File: config.mk
export PLATFORM = sky130hd
export DESIGN_NAME = arbitro_comparador
export DESIGN_NICKNAME = d
export VERILOG_FILES = /design/src/rtl/arbitro_comparador.sv
export SDC_FILE = /design/constraint.sdc
export NUM_CORES = 1
export LEC_CHECK = 0
export ABC_AREA = 1
export BUFFER_PORTS_ARGS = -buffer_cell sky130_fd_sc_hd__clkbuf_2
export CAP_MARGIN = 20
export CORE_MARGIN = 10
export CORE_UTILIZATION = 50
export DETAILED_ROUTE_END_ITERATION = 16
export PLACE_DENSITY = 0.77
export SLEW_MARGIN = 20
export SYNTH_ARGS = -nofsm -noshare
export SYNTH_HDL_FRONTEND = slang
export SYNTH_SLANG_ARGS = --single-unit
File: constraint.sdc
create_clock -name clk -period 1.35 [get_ports clk]
set_input_delay 0.135 -clock clk [delete_from_list [all_inputs] [get_ports clk]]
set_output_delay 0.135 -clock clk [all_outputs]
set_load 0.02 [all_outputs]
File: src/rtl/arbitro_comparador.sv
// arbitro_comparador
//
// Round-robin arbiter and sequencer that shares one unsigned magnitude
// comparator between two requesters. A grant latches the winner's operand
// pair, the next cycle registers the compare result, and the cycle after
// that pulses the winner's ack together with res_valid. The last delivered
// result is decoded one-hot onto the LED bus.
//
// Optional feature macro: CONTADORES_EN
//   When defined, the cnt0/cnt1 ports and their saturating service counters
//   are present. When undefined, they are absent and nothing else changes.
//
// Ports
//   clk        system clock, rising edge
//   rst        asynchronous active-high reset
//   req0/req1  requests; held high with stable operands until the ack
//   a0,b0      operands of requester 0 (WIDTH bits)
//   a1,b1      operands of requester 1 (WIDTH bits)
//   ack0/ack1  one-cycle completion pulse to the served requester
//   res        bit0 = A>B, bit1 = B>A, 00 = equal; valid while an ack is high
//   res_valid  high exactly when ack0 or ack1 is high
//   busy       high while a service is in flight, including its ack cycle
//   leds       one-hot decode of the last delivered res
//   cnt0/cnt1  services completed per requester, saturating at 255
//              (CONTADORES_EN only)

module arbitro_comparador #(
  parameter int WIDTH = 4
) (
  input  logic             clk,
  input  logic             rst,
  input  logic             req0,
  input  logic [WIDTH-1:0] a0,
  input  logic [WIDTH-1:0] b0,
  input  logic             req1,
  input  logic [WIDTH-1:0] a1,
  input  logic [WIDTH-1:0] b1,
  output logic             ack0,
  output logic             ack1,
  output logic [1:0]       res,
  output logic             res_valid,
  output logic             busy,
`ifdef CONTADORES_EN
  output logic [3:0]       leds,
  output logic [7:0]       cnt0,
  output logic [7:0]       cnt1
`else
  output logic [3:0]       leds
`endif
);

  typedef enum logic [1:0] {
    IDLE = 2'd0,
    CMP  = 2'd1,
    RESP = 2'd2
  } state_t;

  state_t           state;
  state_t           state_next;
  logic             last;
  logic             sel;
  logic             grant;
  logic             grant_id;
  logic [WIDTH-1:0] op_a;
  logic [WIDTH-1:0] op_b;
  logic [1:0]       cmp_res;
  logic [3:0]       leds_dec;

  // Next-state and arbitration. Requests are only looked at in IDLE; when
  // both compete, the one that was not served last wins, otherwise the lone
  // requester wins regardless of the pointer.
  always_comb begin
    state_next = state;
    grant      = 1'b0;
    grant_id   = 1'b0;
    case (state)
      IDLE: begin
        if (req0 || req1) begin
          grant      = 1'b1;
          state_next = CMP;
          if (req0 && req1) begin
            grant_id = ~last;
          end else begin
            grant_id = req1;
          end
        end
      end
      CMP:     state_next = RESP;
      RESP:    state_next = IDLE;
      default: state_next = IDLE;
    endcase
  end

  // Unsigned compare of the latched pair. The two bits are mutually
  // exclusive, so 11 can never appear.
  always_comb begin
    cmp_res = {(op_b > op_a), (op_a > op_b)};
  end

  // One-hot LED decode of the result being delivered; 1000 is unused.
  always_comb begin
    case (res)
      2'b01:   leds_dec = 4'b0010;
      2'b10:   leds_dec = 4'b0100;
      default: leds_dec = 4'b0001;
    endcase
  end

  // State register plus the grant bookkeeping. Operands are captured only
  // on the grant edge, so later changes on a0/b0/a1/b1 cannot leak in.
  always_ff @(posedge clk or posedge rst) begin
    if (rst) begin
      state <= IDLE;
      last  <= 1'b1;
      sel   <= 1'b0;
      op_a  <= '0;
      op_b  <= '0;
    end else begin
      state <= state_next;
      if (grant) begin
        last <= grant_id;
        sel  <= grant_id;
        op_a <= grant_id ? a1 : a0;
        op_b <= grant_id ? b1 : b0;
      end
    end
  end

  // Registered outputs. The ack pulse is produced on the edge that leaves
  // RESP, so it is visible during the following IDLE cycle; busy is kept
  // high through that ack cycle and only drops once nothing is pending.
  always_ff @(posedge clk or posedge rst) begin
    if (rst) begin
      res       <= 2'b00;
      ack0      <= 1'b0;
      ack1      <= 1'b0;
      res_valid <= 1'b0;
      busy      <= 1'b0;
      leds      <= 4'b0000;
    end else begin
      if (state == CMP) begin
        res <= cmp_res;
      end
      ack0      <= (state == RESP) && !sel;
      ack1      <= (state == RESP) && sel;
      res_valid <= (state == RESP);
      busy      <= (state_next != IDLE) || (state == RESP);
      if (state == RESP) begin
        leds <= leds_dec;
      end
    end
  end

`ifdef CONTADORES_EN
  // Per-requester service counters. They step on the same edge that raises
  // the matching ack and stick at 255 instead of wrapping.
  always_ff @(posedge clk or posedge rst) begin
    if (rst) begin
      cnt0 <= 8'd0;
      cnt1 <= 8'd0;
    end else if (state == RESP) begin
      if (!sel && cnt0 != 8'hFF) begin
        cnt0 <= cnt0 + 8'd1;
      end
      if (sel && cnt1 != 8'hFF) begin
        cnt1 <= cnt1 + 8'd1;
      end
    end
  end
`endif

endmodule

Word-level counts from Yosys, hierarchy flattened
Index checks and enable logic that the tools add are counted.

Magnitude comparators: 2. Eq/ne operators: 4. Mux-type cells: 10. Bitwise gates (word level): 1. Reduce and logical (&&, ||, !) cells: 8.

Operators by type and width (number): 4-bit > comparator (2); 4-bit two-way mux (2); 3-bit one-hot mux with 2 select lines (1); 1-bit two-way mux (5); 2-bit by 1-bit equality test with 1-bit output (second input constant) (2); 2-bit equality test (second input constant) (2); 2-bit one-hot mux with 2 select lines (1); 1-bit logical AND (3); 2-bit logical NOT (1); 1-bit logical OR (2); 2-bit two-way mux (1); 2-bit nonzero test (1); 1-bit logical NOT (1); 1-bit inverter (1).

Register bits after elaboration: 22. Input bits: 20. Logic and storage cells: 36.

Longest topological paths before layout
Gate-level depths: netlist (run 1).

Word-level depth: 5. Depth in mapped cells: 9. Depth with buffers taken out: 9.

Least setup slack after synthesis (run 1)
OpenSTA, ideal clock, no wires.

Path kind: reg-to-reg. Start: register last. End: register op_a[0]. Arrival time: 1002 ps. Path slack: 230 ps. Stages on the path, launching flop included: 6. Buffers on the path: 0. Clock period less this slack: 1120 ps. Cells stage by stage: dfstp_2 -> nand2_1 -> nand3_2 -> nand2_1 -> nand3_1 -> nand2_1.

Longest elaborated chain between the ends: 5.

RTL lines: from (decl) (line 60) `logic last;`; from (signal assigned) (line 121) `last <= grant_id;`; 1-bit inverter (line 82) `grant_id = ~last;`; 1-bit two-way mux (line 81) `if (req0 && req1) begin`; 1-bit two-way mux (line 78) `if (req0 || req1) begin`; 1-bit two-way mux (line 76) `case (state)`; 4-bit two-way mux (line 123) `op_a <= grant_id ? a1 : a0;`; to (signal assigned) (line 123); to (decl) (line 64) `logic [WIDTH-1:0] op_a;`.

Every way passes these cells. A chain may end at the register's enable or synchronous reset.

Final worst setup path (run 1)
Start: register op_a[3]. End: register res[0].

Longest elaborated chain between the ends: 1.

RTL lines: 4-bit > comparator (line 97) `cmp_res = {(op_b > op_a), (op_a > op_b)};`; to (signal assigned) (line 142) `res <= cmp_res;`; to (decl) (line 40) `output logic [1:0] res,`.

Every way passes these cells.

==> results of run 1 <==
[worst min path at each step]
stage          startpoint       to  slack (ps)  cells after the start
6_report            a0[1]  op_a[1]         130                      5
4_1_cts             a0[2]  op_a[2]         120                      5
5_1_grt             a0[2]  op_a[2]         130                      5
3_3_place_gp          rst  op_b[1]         150                      2
2_1_floorplan         rst     ack0         110                      1
3_5_place_dp          rst  op_b[0]         160                      2
[flip-flops by register name, indices dropped and copies added (netlist names), 2 cells and up]
register  cells
op_a          4
state         2
op_b          4
res           2
leds          3
[routing by layer]
metal | vias up | part of all wire | GRT usage
met5 | - | 0 | 0
met4 | 0 | 0.0083 | 0.0314
met3 | 4 | 0.050 | 0.0351
met2 | 23 | 0.49 | 0.187
met1 | 428 | 0.45 | 0.130
li1 | 487 | - | -
[kinds of logic (layout without fill, tap and decap cells)]
group | after synthesis | count (layout) | synth area share
AO/OA/AOI/OAI | 4 | 4 | 0.0220
adder cells (fa/ha/maj) | 6 | 6 | 0.0694
buffers and inverters | 34 | 67 | 0.126
flip-flops | 21 | 21 | 0.487
other | 1 | 1 | 0.00347
AND/OR/NAND/NOR | 71 | 71 | 0.292
[stage by stage]
step                      instances  hold slack [ps]
after floorplan                 137              111
after global placement          192              154
after detailed placement        192              162
after CTS                       197              124
after global routing            197              125
final                           197              130
[layout make-up]
class,instances,area share
clock buffer,3,0.0174
clock inverter,1,0.00386
inverter,31,0.0899
multi-input combinational,82,0.323
sequential,21,0.407
tap,27,0.0261
timing repair buffer,32,0.133
[cells in the final DEF, fill, tap and decap left out, types with 3 or more instances in the layout]
cell type   n
nor2_1      4
buf_4       3
clkbuf_2   28
nand4_1     8
clkbuf_4    3
ha_1        6
nand3_1    10
inv_1      30
nand2_1    46
dfrtp_1    20
[power by group]
group	total (mW)	internal, mW	leakage, nW	switching [mW]
clock network	0.299	0.110	0.0177	0.189
logic	1.41	0.509	0.530	0.902
registers	1.11	0.931	0.260	0.179
total	2.82	1.55	0.808	1.27
[worst reg2reg max path, cell delays in order (launching register included)]
cell and delay, ps:
dfrtp_1 420, ha_1 320, nand2_1 90, inv_1 40, nand2_1 80, nand2_1 50
nand2_1 50, nand2_1 40
==> out/metrics.cfg, run 1 <==
[run_status]
status=complete, no violations

[synth]
synth.area.top_cells=dfrtp_1 46%, nand2_1 16%, inv_1 10%
synth_edf_count=0
syn_inst=137
avgSynthCellArea_um2=7.89
ys_warn_count=0
yosysMostFrequentCell=nand2_1
synth_common_cells=46 x nand2_1, 30 x inv_1, 20 x dfrtp_1
synth_seq_area_share=0.487
yosys.area.top_type_share=0.463
netlist_area_um2=1080
synth_nets=163
synthArstFlopShare=1.00
synth-main-ff-cell=dfrtp_1
synth_top_area_cell=dfrtp_1
ys_seq_elements=21
ys_types=19

[layout]
nFillCells=191
syn_to_final_growth_pct=19.8
multi_input_area_um2=418
utilization=0.647
fin_area_um2=1290
num_antenna_cells=0
nets=197
regArea_um2=527
layout-drive-gt1-share=0.241

[clock_tree]
path_clk_slew_ps=120
cts_post_setup_buffers_inserted=0
cts_buffer_depth=2
cts.sinks=21
cts_hold_buf=1
numCtsBuffers=3
h-tree-depth=1
cts_resized=0
clockRootBuffer=clkbuf_4
cts_tree=yes
clk_latency_ps=300

[power_and_ir_drop]
power.density_nw_per_um2=2180
power_mw=2.82
p_leak_nw=0.808
ir_drop_mv=1.10

[die]
die_area_um2=4420
coreArea_um2=2000
die_x_um=66.5
ioPinCount=30
start_util=0.540
rows=16
fp.dieH_um=66.5

[critical_path]
crit_chain=ha_1, nand2_1, inv_1, nand2_1, nand2_1, nand2_1, nand2_1
crit_path_start=op_a[3]
crit_path_end_kind=register
cp_num_buf_inv=1
endpoint=res[0]
cpPeakStageDelay_ps=420
critPathRequiredTime_ps=1560
worst_path_most_repeated_cell=nand2_1
critPathMaxFanout=2
reg2reg_slack_ps=160
path_depth=7
worst_setup_path_start_kind=register
r2r-start=op_a[3]
worst_r2r_endpoint=res[0]
crit_family=flip-flops
cp_slowest_cell=dfrtp_1
r2r_cells=7
crit_type=reg -> reg
crit_arrival_ps=1400

[timing]
slew_viol_final=0
setup_viol=0
timing.fmax_mhz=839
tns_ps=0
fin_ws_ps=158
period_share=0.883
hold_violations=0
rsz0062_at_grt=false
finClkSkew_ps=4.29
fin_crit_ps=1190

[global_routing]
grt_usage=0.110
grt_pass1_wl_um=3970
grt_max_degree=14
grt_pass1_vias=936
antenna_found_initial=0
overflow=0

[placement]
hpwl_um=1920
place_ws_ps=112
dpl_cell_area_um2=1260
routabilityCongestion=0.784
io_buffers=28

[detailed_routing]
postRouteAntennaNets=0
wl_um=2290
drc_errors=0
wl_per_cell_um=11.6
drt-initial-drc-count=35
num_vias=942
viasPerCell=4.78
drt_pass1_iterations=4

[min_path]
holdCritPathClass=in -> reg

[flow_run]
cap_violations=0

No activity file was read; power rests on OpenSTA's default activity.
==> inputs of run 2 (changes only) <==
RECOVER_POWER = 50   (was not set)
==> run 2 against run 1 <==
Effect of this change: worst hold slack about the same; clock skew about the same; design area decreased by 0.48%.
==> out/metrics.cfg, run 2 (same netlist as run 1, synthesis figures left out) <==
[layout]
reg.largest.list=op_a (4), op_b (4), leds (3)
nFillCells=193
utilization=0.644
syn_to_final_growth_pct=19.2
layout-drive-gt1-share=0.229
num_antenna_cells=0
fin_area_um2=1290
nets=197
final_cell_mix=46 x nand2_1, 30 x inv_1, 28 x clkbuf_2
final_common_cell=nand2_1
final_cell_count_no_fill=197

[power_and_ir_drop]
power_mw=2.82
p_leak_nw=0.804
ir_drop_mv=1.17
power.density_nw_per_um2=2180

[detailed_routing]
drt-initial-drc-count=29
top_layer=met4
drc_errors=0
viasPerCell=4.80
wl_um=2290
wl_met1_um=1040
postRouteAntennaNets=0
routed-wl-met2_um=1120
num_vias=945
drt_pass1_iterations=4
wl_per_cell_um=11.6
wl_met3_um=112

[critical_path]
crit_path_end_kind=register
crit_arrival_ps=1400
cp_num_buf_inv=1
crit_family=flip-flops
cpPeakStageDelay_ps=420
worst_path_most_repeated_cell=nand2_1
critPathMaxFanout=2
crit_chain=ha_1, nand2_1, inv_1, nand2_1, nand2_1, nand2_1, nand2_1
critPathRequiredTime_ps=1560
cp_slowest_cell=dfrtp_1
worst_setup_path_start_kind=register
crit_type=reg -> reg

[global_routing]
grt_max_degree=14
overflow=0
grt_pass1_wl_um=3970
antenna_found_initial=0
grt_usage=0.110
grt_pass1_vias=936

[clock_tree]
cts_tree=yes
cts.sinks=21
path_clk_slew_ps=120
clk_latency_ps=300
cts_buffer_depth=2
h-tree-depth=1
cts_post_setup_buffers_inserted=0
clockRootBuffer=clkbuf_4
numCtsBuffers=3

[die]
fp.dieH_um=66.5
ioPinCount=30
die_x_um=66.5
die_area_um2=4420
start_util=0.540
coreArea_um2=2000
rows=16

[timing]
fin_ws_ps=159
timing.fmax_mhz=839
setup_viol=0
finClkSkew_ps=4.27
slew_viol_final=0
period_share=0.883
rsz0062_at_grt=false
tns_ps=0
hold_violations=0
hold_slack_ps=130
fin_crit_ps=1190

[placement]
routabilityCongestion=0.784
place_ws_ps=112
io_buffers=28
dp_cells=192
dpl_cell_area_um2=1260
hpwl_um=1920

[flow_run]
cap_violations=0

[run_status]
status=complete, no violations

[min_path]
holdCritPathClass=in -> reg

-- run 2: cell type report --
class | count | area, um^2 | share of cell area
sequential | 21 | 527 | 0.409
clock inverter | 1 | 5.00 | 0.00388
clock buffer | 3 | 22.5 | 0.0175
tap | 27 | 33.8 | 0.0262
inverter | 31 | 116 | 0.0903
timing repair buffer | 32 | 169 | 0.131
multi-input combinational | 82 | 415 | 0.322
-- run 2: worst reg2reg max path: cells and delay by family, from the launching register on --
family,cells,cell delay (ps)
fa+ha+maj,1,320
buf+inv,1,40
flops,1,420
simple gates,5,310
-- run 2: power by group --
| part | total [mW] | internal (mW) | switching, mW |
|---|---|---|---|
| Clock | 0.300 | 0.110 | 0.189 |
| Combinational | 1.41 | 0.505 | 0.904 |
| Sequential | 1.11 | 0.931 | 0.177 |
| Total | 2.82 | 1.55 | 1.27 |
-- run 2: path summary, 6_finish.rpt --
path | from | cells after the start | endpoint | slack (ps)
max reg2reg | op_a[3] | 7 | res[0] | 160
min | a0[1] | 5 | op_a[1] | 130
max in group asynchronous | rst | 4 | ack1 | 240
min reg2reg | sel | 1 | ack0 | 440
min in group asynchronous | rst | 3 | op_a[1] | 370
max | op_a[3] | 7 | res[0] | 160
-- run 2: per-layer routing --
| metal | vias to the layer above | track usage |
|---|---|---|
| met4 | 0 | 0.0314 |
| met2 | 21 | 0.187 |
| li1 | 486 | - |
| met5 | - | 0 |
| met3 | 4 | 0.0351 |
| met1 | 434 | 0.130 |
-- run 2: what timing repair did --
| action | CTS | global route |
|---|---|---|
| hold buffers | 1 | 0 |
| resized for setup | 0 | 0 |
| endpoints found under the hold margin | 11 | 0 |
